### config.mk
export PLATFORM = sky130hd
export DESIGN_NAME = seq_101_win_cnt
export DESIGN_NICKNAME = d
export VERILOG_FILES = /design/src/rtl/seq_pkg.sv /design/src/rtl/sat_cnt.sv /design/src/rtl/seq_101_win_cnt.sv
export SDC_FILE = /design/constraint.sdc
export NUM_CORES = 1
export LEC_CHECK = 0
export BUFFER_PORTS_ARGS = -buffer_cell sky130_fd_sc_hd__clkbuf_2
export CAP_MARGIN = 25
export CORE_UTILIZATION = 45
export DETAILED_ROUTE_END_ITERATION = 6
export GPL_ROUTABILITY_DRIVEN = 0
export PLACE_DENSITY = 0.74
export SETUP_SLACK_MARGIN = 0.4
export SYNTH_ARGS = -nofsm -noshare
export SYNTH_HDL_FRONTEND = slang
export SYNTH_HIERARCHICAL = 1
export SYNTH_SLANG_ARGS = --single-unit
### constraint.sdc
create_clock -name clk -period 1.85 [get_ports clk]
set_input_delay 0.37 -clock clk [delete_from_list [all_inputs] [get_ports clk]]
set_output_delay 0.37 -clock clk [all_outputs]
set_load 0.1 [all_outputs]
### src/rtl/seq_pkg.sv
// seq_pkg: shared types and helpers for the "101" window counter.
//   state_t   - window FSM states (IDLE before the first bit, COUNT afterwards)
//   DEF_CNT_W - default width of the published hit count
//   clog2     - bit width needed to index v positions (minimum 1)
package seq_pkg;

    typedef enum logic {
        IDLE,
        COUNT
    } state_t;

    localparam int DEF_CNT_W = 8;

    function automatic int clog2(input int v);
        int r;
        r = 0;
        for (int i = 0; i < 32; i++)
            if ((1 << r) < v) r = r + 1;
        return (r < 1) ? 1 : r;
    endfunction

endpackage

### src/rtl/sat_cnt.sv
// sat_cnt: saturating up-counter with synchronous clear.
//   clk - clock
//   rst - synchronous active-low reset
//   clr - synchronous clear, dominates inc
//   inc - count up by one, holding at all-ones
//   q   - current count
module sat_cnt #(
    parameter int W = 8
) (
    input  logic         clk,
    input  logic         rst,
    input  logic         clr,
    input  logic         inc,
    output logic [W-1:0] q
);

    always_ff @(posedge clk) begin
        if (!rst || clr)
            q <= '0;
        else if (inc && q != '1)
            q <= q + W'(1);
    end

endmodule

### src/rtl/seq_101_win_cnt.sv
// seq_101_win_cnt: counts "101" detector hits over windows of WIN_LEN serial bits.
//   clk       - clock
//   rst       - synchronous active-low reset
//   bit_en    - a serial bit was consumed this cycle
//   flag_101  - detector hit, qualified by bit_en
//   out_cnt   - hit count of the last completed window
//   out_valid - out_cnt holds an unconsumed result
//   out_ready - consumer accepts out_cnt when out_valid && out_ready
//   overrun   - sticky: a completed window was dropped under backpressure
//   busy      - a window is in progress
module seq_101_win_cnt
    import seq_pkg::*;
#(
    parameter int WIN_LEN = 16,
    parameter int CNT_W   = DEF_CNT_W
) (
    input  logic             clk,
    input  logic             rst,
    input  logic             bit_en,
    input  logic             flag_101,
    output logic [CNT_W-1:0] out_cnt,
    output logic             out_valid,
    input  logic             out_ready,
    output logic             overrun,
    output logic             busy
);

    localparam int IW = clog2(WIN_LEN);

    state_t           state, next_state;
    logic [IW-1:0]    idx;
    logic [CNT_W-1:0] hit;
    logic [CNT_W-1:0] result;
    logic             close;

    assign close  = bit_en && idx == IW'(WIN_LEN - 1);
    // The closing bit's own flag is folded in here because the counter is cleared that cycle.
    assign result = (hit == '1) ? hit : hit + CNT_W'(flag_101);
    assign busy   = state == COUNT;

    sat_cnt #(.W(CNT_W)) u_hit (
        .clk (clk),
        .rst (rst),
        .clr (close),
        .inc (bit_en && flag_101),
        .q   (hit)
    );

    always_ff @(posedge clk) begin
        if (!rst)
            state <= IDLE;
        else
            state <= next_state;
    end

    always_comb begin
        next_state = state;
        if (state == IDLE && bit_en)
            next_state = COUNT;
    end

    always_ff @(posedge clk) begin
        if (!rst || close)
            idx <= '0;
        else if (bit_en)
            idx <= idx + IW'(1);
    end

    // A close may load over a result being transferred in the same cycle.
    always_ff @(posedge clk) begin
        if (!rst) begin
            out_cnt   <= '0;
            out_valid <= 1'b0;
            overrun   <= 1'b0;
        end else if (close) begin
            if (!out_valid || out_ready) begin
                out_cnt   <= result;
                out_valid <= 1'b1;
            end else
                overrun <= 1'b1;
        end else if (out_ready)
            out_valid <= 1'b0;
    end

endmodule

## Yosys cells after proc, flatten, opt, wreduce, memory -nomap -nowiden

Cells that the tools add are included.

| operators by class | value |
|---|---|
| equality and inequality tests | 4 |
| mux-type cells | 4 |
| shift-type cells | 0 |
| add/subtract/negate cells | 3 |
| bitwise operators | 2 |
| order comparisons | 0 |
| reductions and logical operators | 12 |
| multiply operators | 0 |
| div/mod/pow operators | 0 |

Operators with widths:

| cell | count |
|---|---|
| $add 8x1->8 | 1 |
| $add 8x1->8 const B | 1 |
| $eq 8x8->1 const B | 1 |
| $mux 8 | 1 |
| $ne 8x8->1 const B | 1 |
| $reduce_and 2->1 | 3 |
| $add 4x1->4 const B | 1 |
| $eq 4x4->1 const B | 1 |
| $logic_and 1x1->1 | 4 |
| $mux 1 | 3 |
| $logic_not 1->1 | 2 |
| $logic_or 1x1->1 | 2 |
| $ne 2x1->1 const B | 1 |
| $not 1->1 | 2 |
| $reduce_bool 2->1 | 1 |

| storage, ports and cells | value |
|---|---|
| latch bits | 0 |
| ROM bits | 0 |
| RAM bits | 0 |
| output and inout bits | 11 |
| register bits | 23 |
| memories kept | 0 |

## Logic depth before layout (Yosys ltp)

| depth | value |
|---|---|
| depth in word-level cells | 4 |
| depth in mapped cells | 6 |

## Cells and area by module

The synthesis kept the hierarchy.

By module, submodules not included:

| module | area each (sq um) | cells an instance | sequential area each (sq um) | times used |
|---|---|---|---|---|
| seq_101_win_cnt | 744.5 | 71 | 300.3 | 1 |
| sat_cnt | 421.7 | 46 | 160.2 | 1 |

## Worst setup path after synthesis

No wires, ideal clock.

| timing path | value |
|---|---|
| path kind | reg-to-reg |
| start | reg out_valid |
| end | reg out_cnt[0] |
| arrival | 1.741 ns |
| library setup time | 0.119 ns |
| setup slack | -0.011 ns |
| clock period less this slack | 1.861 ns |
| stages on the path, launching flop included | 4 |
| cells stage by stage | dfxtp_1 -> or2b_4 -> and2_1 -> o221a_1 |

| between the ends | value |
|---|---|
| cells in the longest elaborated chain, start to end | 3 |

RTL lines:

| item | line | RTL |
|---|---|---|
| start, declared | seq_101_win_cnt.sv:22 | `output logic out_valid,` |
| start signal, assigned | seq_101_win_cnt.sv:73 | `out_valid <= 1'b0;` |
| start signal, assigned | seq_101_win_cnt.sv:78 | `out_valid <= 1'b1;` |
| start signal, assigned | seq_101_win_cnt.sv:82 | `out_valid <= 1'b0;` |
| $logic_not 1->1 | seq_101_win_cnt.sv:76 | `if (!out_valid \|\| out_ready) begin` |
| $logic_or 1x1->1 | seq_101_win_cnt.sv:76 |  |
| $reduce_and 2->1 (no line) | -- |  |
| end signal, assigned | seq_101_win_cnt.sv:77 | `out_cnt <= result;` |
| end, declared | seq_101_win_cnt.sv:21 | `output logic [CNT_W-1:0] out_cnt,` |

Every way passes these cells.
A chain may end at the register's enable or synchronous reset.

## Final worst setup path

| timing path | value |
|---|---|
| start | reg u_hit.q[0] |
| end | reg out_cnt[6] |

| between the ends | value |
|---|---|
| cells in the longest elaborated chain, start to end | 2 |
| elaborated cells on any way between the ends | 3 |
| those cells by class | 1 x add/sub; 1 x eq/ne; 1 x mux |

RTL lines:

| item | line | RTL |
|---|---|---|
| start, declared | sat_cnt.sv:14 | `output logic [W-1:0] q` |
| start signal, assigned | sat_cnt.sv:21 | `q <= q + W'(1);` |
| $add 8x1->8 or $eq 8x8->1 (tied branches) | seq_101_win_cnt.sv:38 | `assign result = (hit == '1) ? hit : hit + CNT_W'(flag_101);` |
| $mux 8 (*) | seq_101_win_cnt.sv:38 |  |

Every way passes the cells marked *; elsewhere a longest branch is shown, timed or not.

==> metrics.log <==
INFO  metric status = finished clean
INFO  metric timing_max_transition_violations_final = 0
INFO  metric finalPower = 0.813 mW
INFO  metric routed-via-count = 966
INFO  metric max_cap_viol_count = 0
INFO  metric detail-route-antenna-nets = 0
INFO  metric drt-vias-per-instance = 5.82
INFO  metric io_pins = 16
INFO  metric layoutNonFillerInstCount = 166
INFO  metric drt_iter0_drc = 28
INFO  metric postSynth.topFlopCell = dfxtp_1
INFO  metric start_util = 47.5%
INFO  metric layout_min_cycle_time = 1.40 ns
INFO  metric leakagePower = 0.587 nW
INFO  metric min-delay-path-class = input pin to register
INFO  metric avgSynthCellArea = 9.97 µm²
INFO  metric worst_setup_path_end_kind = register
INFO  metric finalCritPeriodShare = 75.9%
INFO  metric row_count = 18
INFO  metric dpl.hpwl = 1.75 mm
INFO  metric skew = 0.00251 ns
INFO  metric tightest_slew = 0.307 ns
INFO  metric die_height = 52.9 µm
INFO  metric placement.io_buffers = 15
INFO  metric clk-insertion-delay-late = 0.30 ns
INFO  metric worst-path-max-fanout = 7
INFO  metric mappedNetlistNets = 126
INFO  metric drt_pass1_iterations = 4
INFO  metric final_layout_size_suffix_gt1_share = 28.7%
INFO  metric setup.worst_path.start_class = register
INFO  metric netlist-cell-type-count = 38
INFO  metric cts_max_path_buffers = 2
INFO  metric rsz0062_at_grt = no
INFO  metric hold_viol = 0
INFO  metric h-tree-depth = 1
INFO  metric clkSlewWorstSetupHoldPaths = 0.12 ns
INFO  metric gr-total-overflow = 0
INFO  metric synth.ff_latch_count = 23
INFO  metric timing.critical_path.arrival = 1.61 ns
INFO  metric grt_first_pass_wirelength = 3.86 mm
INFO  metric root_buffer = clkbuf_4
INFO  metric cp.buffers_inverters = 0
INFO  metric slew_headroom = 79.6%
INFO  metric post_cts_setup_buffer_count = 0
INFO  metric asr_flop_ratio_synth = 0%
INFO  metric power.density = 594 nW/µm²
INFO  metric die-width = 52.9 µm
INFO  metric grt_antenna_before_repair = 0
INFO  metric timing_worst_setup_path_type = register to register
INFO  metric cp_cell_sequence = ha_1, ha_2, nand2_1, o21a_1, o311a_1
INFO  metric cts_inserted_buffers = 3
INFO  metric setup-tns-final = 0 ns
INFO  metric synth_largest_area_cell = dfxtp_1
INFO  metric drcViolationCount = 0
INFO  metric grt_start_max_net_pins = 17
INFO  metric finalNetCount = 146
INFO  metric tritoncts_clock_tree = built
INFO  metric insertedDiodeCount = 0
INFO  metric area_growth_syn_to_layout = 17.4%
INFO  metric floorplan.core_area = 2450 µm²
INFO  metric numClockSinks = 23
INFO  metric worst_path_dominant_cell_family = compound AO/OA/AOI/OAI gates
INFO  metric netlist_area = 1170 µm²
INFO  metric yosys_warnings = 6
INFO  metric routed_wire_length = 2.32 mm
INFO  metric yosys-top-cells-area = dfxtp_1, o221a_1, ha_1
INFO  metric ys_seq_area_share = 39.5%
INFO  metric peakVddDrop = 0.376 mV
INFO  metric syn_inst = 117
INFO  metric largest_incremental_delay_on_the_critical_path = 0.40 ns
INFO  metric setup_viol_count_final = 0
INFO  metric vias_in_the_first_global_route = 920
INFO  metric synth_top_area_share = 39.5%
INFO  metric synth_edf_count = 0
INFO  metric groute.usage.overall = 19.0%
INFO  metric detail_route.wl_per_cell = 14.0 µm
INFO  metric place_inst = 162
INFO  metric cp_slowest_cell = dfxtp_4
INFO  metric timing.fmax = 712 MHz
INFO  metric crit_required = 2.06 ns
INFO  metric design.die.area = 2800 µm²
-- cells in the mapped netlist (2+ instances only) --
master	count
a21o_1	3
a21oi_1	6
a31oi_1	2
and2_1	3
and4_1	3
dfxtp_1	23
ha_1	4
mux2i_1	4
nand2_1	11
nand2b_1	3
nand3_1	4
nand4_1	2
nor2_1	4
nor2b_1	3
nor3_1	4
o21a_1	5
o21ai_0	3
o221a_1	5
o311a_1	3
xnor2_1	4
-- power by group --
part | total (mW) | internal [mW] | switching [mW] | leakage, nW
combinational | 0.0671 | 0.0275 | 0.0396 | 0.382
clock | 0.229 | 0.0840 | 0.145 | 0.0150
sequential | 0.516 | 0.503 | 0.0129 | 0.191
-- placed cells by master (no fill, tap or decap), types with 4 or more instances in the layout --
cell type / count
o221a_1: 5
xnor2_1: 4
mux2i_1: 4
o21a_1: 5
dfxtp_1: 15
a21oi_1: 6
nor2_1: 4
clkbuf_2: 4
nand3_1: 4
nor3_1: 4
nand2_1: 11
dfxtp_2: 5
clkbuf_4: 14
-- area by class of cell --
class | count | area [µm²]
sequential | 23 | 478
inverter | 1 | 8.76
multi-input combinational | 91 | 701
clock buffer | 4 | 26.3
tap | 30 | 37.5
timing repair buffer | 17 | 118
fill | 226 | 1090
-- repair_timing --
action,in CTS,in global routing
endpoints found under the setup margin,14,9
resized for setup,15,8
hold buffers,0,0
-- cell families after synthesis --
kind of cell,share of synthesized area (%)
simple gates,23.1
buf+inv,1.72
flops,39.5
compound gates,24.2
mux,3.43
fa+ha+maj,4.29
xor+xnor,3.76
-- worst min-delay path, cell delays in order --
cell	delay [ns]
clkbuf_2	0.08
or2b_4	0.15
a21boi_0	0.09
-- per-stage QoR --
step	worst slack (ns)	hold slack (ns)	util, %	area, µm²
final	0.446	0.422	55.8	1370
after global routing	0.403	0.412	55.8	1370
after CTS	0.398	0.405	54.8	1350
after detailed placement	0.326	0.461	52.4	1290
after global placement	0.369	0.434	52.4	1290
after floorplan	0.447	0.491	-	1170
-- sequential cells by signal, indices dropped and copies added, names as in the netlist --
signal     cells
u_hit/q        8
busy           1
idx            4
overrun        1
out_cnt        8
out_valid      1
-- path summary, 6_finish.rpt --
check                                              from                      end  slack [ns]  depth (start not counted)
worst max-delay path            u_hit/q[0]$_SDFFE_PP0P_  out_cnt[6]$_SDFFE_PN0P_        0.45                          5
worst min-delay path                          out_ready   out_valid$_SDFFE_PN0P_        0.42                          3
worst max register to register  u_hit/q[0]$_SDFFE_PP0P_  out_cnt[6]$_SDFFE_PN0P_        0.45                          5
worst min register to register     overrun$_SDFFE_PN0P_     overrun$_SDFFE_PN0P_        0.48                          1
-- per-layer routing --
| layer | vias to the layer above | GRT usage (%) | wire, µm |
|---|---|---|---|
| li1 | 487 | - | - |
| met2 | 21 | 33.1 | 1170 |
| met5 | - | 0 | 0 |
| met4 | 0 | 8.33 | 25 |
| met1 | 454 | 22.2 | 1040 |
| met3 | 4 | 3.74 | 84 |
(Power assumes the default switching activity.)
